## config.mk

```make
export PLATFORM = sky130hd
export DESIGN_NAME = stream_demux
export DESIGN_NICKNAME = d
export VERILOG_FILES = /design/src/rtl/stream_demux_pkg.sv /design/src/rtl/stream_demux_slot.sv /design/src/rtl/stream_demux.sv
export SDC_FILE = /design/constraint.sdc
export NUM_CORES = 1
export LEC_CHECK = 0
export ABC_AREA = 1
export CAP_MARGIN = 20
export CELL_PAD_IN_SITES_DETAIL_PLACEMENT = 1
export CELL_PAD_IN_SITES_GLOBAL_PLACEMENT = 2
export CORE_MARGIN = 2
export CORE_UTILIZATION = 25
export CTS_CLUSTER_DIAMETER = 30
export CTS_CLUSTER_SIZE = 12
export DETAILED_ROUTE_END_ITERATION = 8
export PLACE_DENSITY = 0.88
export SLEW_MARGIN = 20
export SYNTH_ARGS = -nofsm -noshare
export SYNTH_HDL_FRONTEND = slang
export SYNTH_SLANG_ARGS = --single-unit
export TNS_END_PERCENT = 10
```

## constraint.sdc

```tcl
create_clock -name clk_i -period 3.3 [get_ports clk_i]
set_input_delay 0.99 -clock clk_i [delete_from_list [all_inputs] [get_ports clk_i]]
set_output_delay 0.99 -clock clk_i [all_outputs]
set_load 0.01 [all_outputs]
```

## src/rtl/stream_demux_pkg.sv

```systemverilog
// rtl/stream_demux_pkg.sv - shared types and helpers for the stream demultiplexer
// Contents:
//   state_e   : packet FSM states (IDLE, LOCKED, DROP)
//   sel_width : select width for a given channel count (never below 1)
package stream_demux_pkg;

    typedef enum logic [1:0] {
        IDLE   = 2'd0,
        LOCKED = 2'd1,
        DROP   = 2'd2
    } state_e;

    function automatic int sel_width(input int n);
        return (n <= 2) ? 1 : $clog2(n);
    endfunction

endpackage

```

## src/rtl/stream_demux_slot.sv

```systemverilog
// rtl/stream_demux_slot.sv - one-entry output register stage for a single channel
// Ports:
//   clk_i, reset_n      : clock, synchronous active-low reset
//   load, din, last_in  : load strobe with the beat payload and last flag
//   ready               : downstream consumer ready
//   valid, dout, last_out : registered beat presented to the consumer
module stream_demux_slot #(
    parameter int WIDTH = 8
) (
    input  logic             clk_i,
    input  logic             reset_n,
    input  logic             load,
    input  logic [WIDTH-1:0] din,
    input  logic             last_in,
    input  logic             ready,
    output logic             valid,
    output logic [WIDTH-1:0] dout,
    output logic             last_out
);

    logic             valid_q, valid_d;
    logic [WIDTH-1:0] data_q, data_d;
    logic             last_q, last_d;

    // A load in the same cycle as a drain wins, so the slot stays full.
    always_comb begin
        valid_d = valid_q;
        data_d  = data_q;
        last_d  = last_q;
        if (load) begin
            valid_d = 1'b1;
            data_d  = din;
            last_d  = last_in;
        end else if (ready) begin
            valid_d = 1'b0;
        end
    end

    always_ff @(posedge clk_i) begin
        if (!reset_n) begin
            valid_q <= 1'b0;
            data_q  <= '0;
            last_q  <= 1'b0;
        end else begin
            valid_q <= valid_d;
            data_q  <= data_d;
            last_q  <= last_d;
        end
    end

    assign valid    = valid_q;
    assign dout     = data_q;
    assign last_out = last_q;

endmodule

```

## src/rtl/stream_demux.sv

```systemverilog
// rtl/stream_demux.sv - registered 1-to-N stream demultiplexer with per-packet channel lock
// Ports:
//   clk_i, reset_n                         : clock, synchronous active-low reset
//   in_valid, in_ready, in_data, in_last   : shared producer stream
//   sel                                    : destination, sampled on the first beat of a packet
//   out_valid, out_ready, out_data, out_last : per-channel streams, channel k at [k*WIDTH +: WIDTH]
//   err_sel                                : one-cycle pulse after a first beat with sel >= N_OUT
module stream_demux
    import stream_demux_pkg::*;
#(
    parameter int  WIDTH = 8,
    parameter int  N_OUT = 2,
    localparam int SEL_W = sel_width(N_OUT)
) (
    input  logic                   clk_i,
    input  logic                   reset_n,
    input  logic                   in_valid,
    output logic                   in_ready,
    input  logic [WIDTH-1:0]       in_data,
    input  logic                   in_last,
    input  logic [SEL_W-1:0]       sel,
    output logic [N_OUT-1:0]       out_valid,
    input  logic [N_OUT-1:0]       out_ready,
    output logic [N_OUT*WIDTH-1:0] out_data,
    output logic [N_OUT-1:0]       out_last,
    output logic                   err_sel
);

    // Padded to a power of two so any sel value indexes a defined bit.
    localparam int          NPAD    = 1 << SEL_W;
    localparam logic [31:0] N_OUT_U = N_OUT;

    state_e           state_q, state_d;
    logic [SEL_W-1:0] lock_ch_q, lock_ch_d;
    logic             err_sel_q, err_sel_d;

    logic [NPAD-1:0]  free_pad;
    logic [SEL_W-1:0] ch;
    logic             sel_bad;
    logic             route;
    logic             accept;
    logic [N_OUT-1:0] load;

    // Ready mux and per-channel load strobes.
    always_comb begin
        free_pad              = '0;
        free_pad[N_OUT-1:0]   = ~out_valid | out_ready;
        sel_bad               = {{(32-SEL_W){1'b0}}, sel} >= N_OUT_U;
        ch                    = (state_q == LOCKED) ? lock_ch_q : sel;
        route                 = (state_q == LOCKED) || ((state_q == IDLE) && !sel_bad);

        in_ready = 1'b0;
        case (state_q)
            IDLE:    in_ready = sel_bad ? 1'b1 : free_pad[sel];
            LOCKED:  in_ready = free_pad[lock_ch_q];
            DROP:    in_ready = 1'b1;
            default: in_ready = 1'b0;
        endcase
        if (!reset_n) begin
            in_ready = 1'b0;
        end

        accept = in_valid && in_ready;

        load = '0;
        for (int k = 0; k < N_OUT; k++) begin
            load[k] = accept && route && (ch == SEL_W'(k));
        end
    end

    // Packet FSM: opens a packet on its first beat, closes it on the last.
    always_comb begin
        state_d   = state_q;
        lock_ch_d = lock_ch_q;
        err_sel_d = 1'b0;
        case (state_q)
            IDLE: begin
                if (accept) begin
                    if (sel_bad) begin
                        err_sel_d = 1'b1;
                        if (!in_last) begin
                            state_d = DROP;
                        end
                    end else if (!in_last) begin
                        state_d   = LOCKED;
                        lock_ch_d = sel;
                    end
                end
            end
            LOCKED, DROP: begin
                if (accept && in_last) begin
                    state_d = IDLE;
                end
            end
            default: state_d = IDLE;
        endcase
    end

    always_ff @(posedge clk_i) begin
        if (!reset_n) begin
            state_q   <= IDLE;
            lock_ch_q <= '0;
            err_sel_q <= 1'b0;
        end else begin
            state_q   <= state_d;
            lock_ch_q <= lock_ch_d;
            err_sel_q <= err_sel_d;
        end
    end

    assign err_sel = err_sel_q;

    for (genvar k = 0; k < N_OUT; k++) begin : g_slot
        stream_demux_slot #(
            .WIDTH (WIDTH)
        ) u_slot (
            .clk_i    (clk_i),
            .reset_n  (reset_n),
            .load     (load[k]),
            .din      (in_data),
            .last_in  (in_last),
            .ready    (out_ready[k]),
            .valid    (out_valid[k]),
            .dout     (out_data[k*WIDTH +: WIDTH]),
            .last_out (out_last[k])
        );
    end

endmodule

```

==> results by group <==
Clock network
  • Maximum level of the CTS H-tree: 1
  • Number of buffers added by the clock tree synthesis step: 3
  • Clock network latency to the later pin of the worst-skew pair: 0.25 ns
  • Post-CTS Setup Bufs: 0
  • Worst-case clock buffer depth: 2
  • Worst-path clk slew: 0.07 ns
  • Clock root buffer master: sky130_fd_sc_hd__clkbuf_8
  • Number of sinks on the clock net: 22
  • CTS tree: done

Detailed routing
  • Aggregate routed wire length: 2.59 mm
  • Met2 wire length: 1.25 mm
  • Met3 WL: 158 um
  • Vias after detailed routing: 960
  • DRC violations left: 0
  • Count of routing violations after the opening detailed-route iteration: 26
  • Iteration count of the initial detailed-routing pass: 3
  • Top metal layer carrying routed signals: met4
  • Wire per inst: 11.5 um
  • Metal-1 WL: 1.17 mm
  • Via-per-instance ratio: 4.27
  • Final ANT Viol Nets: 0

Floorplan
  • Core Footprint: 0.00403 mm2
  • Area of the die: 0.00475 mm2
  • Vert. Die Dim: 69.0 um
  • Horiz. Die Dim: 69.0 um
  • Count of boundary I/O pins: 37
  • Effective utilization at floorplan: 0.262
  • Num rows: 23

Critical path
  • Worst reg-to-reg setup slack: 1.86 ns
  • CP Capture Type: primary output
  • Data arrival time at the worst-slack endpoint: 2.14 ns
  • Worst endpoint required time: 2.31 ns
  • Startpoint class of the critical path: input port
  • Largest fanout on the critical path: 2
  • WS Path Type: in -> out

STA
  • Layout Skew: 0.00229 ns
  • Final Max Tran Viols: 0
  • Fmax: 320 MHz
  • Worst-Margin Slew: 0.563 ns
  • Relative max-transition margin: 0.623
  • RSZ-0062 raised after global routing: no
  • Final critical delay including setup and external delays: 3.13 ns
  • Final setup viols: 0
  • Final Hold Viols: 0
  • Final period util: 0.947

Run status
  • Status: finished clean

Pwr
  • Leak pwr: 0.622 nW
  • Total power: 0.000556 W
  • Peak supply drop: 0.221 mV
  • Power density normalized to cell area: 376 mW/mm2

Placement
  • Sum of net half-perimeters after detailed placement: 2.12 mm
  • Final GP Congestion: 0.762
  • Total of buffers placed on input and output ports: 35
  • Total instance count after detailed placement: 222

Finish
  • Fraction of layout instances using a drive strength above 1: 0.126
  • P&R area growth vs syn: 40.1%
  • Top library cells by usage in the layout, fill and taps aside: sky130_fd_sc_hd__nor2_1, sky130_fd_sc_hd__clkdlybuf4s50_1, sky130_fd_sc_hd__dfxtp_1, sky130_fd_sc_hd__inv_1, sky130_fd_sc_hd__nand2_1
  • Most common cell after layout, fill and taps aside: sky130_fd_sc_hd__nor2_1
  • Antenna diode count: 0
  • Net count reported at finish: 192
  • Final design utilization: 0.367
  • Final standard cell count with taps included and fillers excluded: 225

Global route
  • Gr usage total: 0.122
  • GRT overflow: 0
  • Number of antenna violations at the first check in global routing: 0
  • Largest net degree at the start of global routing: 20
  • First-pass GRT wire length: 4.24 mm
  • Via count of the first global-routing pass: 950

Min path
  • Min-delay worst type: reg -> reg

Flow run
  • Number of maximum-capacitance violations: 0

Yosys
  • Synthesized net count: 156
  • Synth Cell Area: 0.00105 mm2
  • Register area share after synthesis: 0.418
  • YS warnings: 0
  • Mapped Cells: 141
  • Mean instance size in the synthesized netlist: 7.48 um2
  • Unique cell type count in the Yosys netlist: 18
  • Number of synthesized register bits: 22
cells in the mapped netlist:
cell type / instances / share of area
sky130_fd_sc_hd__inv_2: 2 / 0.0071
sky130_fd_sc_hd__nand2_2: 1 / 0.0059
sky130_fd_sc_hd__buf_6: 2 / 0.021
sky130_fd_sc_hd__a21oi_2: 1 / 0.0083
sky130_fd_sc_hd__nor2_4: 2 / 0.021
sky130_fd_sc_hd__a21oi_1: 10 / 0.047
sky130_fd_sc_hd__clkbuf_4: 1 / 0.0071
sky130_fd_sc_hd__nor2_1: 44 / 0.16
sky130_fd_sc_hd__nand2_1: 15 / 0.053
sky130_fd_sc_hd__clkbuf_1: 2 / 0.0071
sky130_fd_sc_hd__nand4_1: 10 / 0.059
sky130_fd_sc_hd__buf_4: 5 / 0.036
sky130_fd_sc_hd__nand2_4: 3 / 0.032
sky130_fd_sc_hd__nand3_2: 2 / 0.019
sky130_fd_sc_hd__inv_1: 16 / 0.057
sky130_fd_sc_hd__nand4_4: 2 / 0.040
sky130_fd_sc_hd__conb_1: 1 / 0.0036
sky130_fd_sc_hd__dfxtp_1: 22 / 0.42
per-stage QoR:
step	setup WS (ns)	hold slack (ns)	setup TNS (ns)	cell area, um2
6_report	0.174	0.482	0	1480
5_1_grt	0.103	0.501	0	1480
4_1_cts	0.153	0.491	0	1480
3_5_place_dp	-0.110	0.474	-0.110	1440
3_3_place_gp	-0.112	0.466	-0.112	1440
2_1_floorplan	0.792	0.456	0	1050
final cells by class:
cell class / count / area (um2)
clock buffers: 3 / 41.3
fillers: 506 / 2550
inverters: 18 / 67.6
multi-input cells: 91 / 472
flip-flops and latches: 22 / 440
well taps: 50 / 62.6
repair buffers: 41 / 394
logic make-up (layout without fill, tap and decap cells):
kind of cell | after synthesis | in the layout | share of synthesized area
other cells | 1 | 1 | 0.00356
buf+inv | 28 | 62 | 0.135
compound gates | 11 | 11 | 0.0558
flops | 22 | 22 | 0.418
simple gates | 79 | 79 | 0.388
critical path: stages:
cell and delay (ns):
sky130_fd_sc_hd__clkdlybuf4s50_1 0.52, sky130_fd_sc_hd__nand2_4 0.08, sky130_fd_sc_hd__nand3_2 0.08, sky130_fd_sc_hd__nand2_1 0.09, sky130_fd_sc_hd__nor2_4 0.10, sky130_fd_sc_hd__dlygate4sd2_1 0.27
flip-flops by register name, summed over array words and instances, names as in the netlist:
signal	count
g_slot.u_slot.dout	16
g_slot.u_slot.last_out	2
g_slot.u_slot.valid	2
lock_ch_q	1
state_q	1
routing by layer:
| layer | vias up | GRT usage |
|---|---|---|
| met5 | - | 0 |
| met4 | 0 | 0.0221 |
| met3 | 2 | 0.0471 |
| met2 | 24 | 0.214 |
| met1 | 430 | 0.141 |
| li1 | 504 | - |
repair_timing:
| action | CTS | global route |
|---|---|---|
| setup endpoints to repair | 1 | 0 |
| hold buffers | 0 | 0 |
| resized for setup | 1 | 0 |
final timing paths:
check | cells past startpoint | to | start
max | 6 | in_ready | sel
min | 2 | g_slot[0].u_slot.last_out | g_slot[0].u_slot.last_out
max reg2reg | 6 | g_slot[1].u_slot.dout[5] | state_q[0]
min reg2reg | 2 | g_slot[0].u_slot.last_out | g_slot[0].u_slot.last_out
power by group:
part	total, W	internal [W]	switching (W)	leakage [nW]
clock	0.000160	0.0000813	0.0000787	0.0216
sequential	0.000285	0.000278	0.00000709	0.179
combinational	0.000111	0.0000545	0.0000562	0.421
total	0.000556	0.000414	0.000142	0.622
No activity file was read; power rests on OpenSTA's default activity.
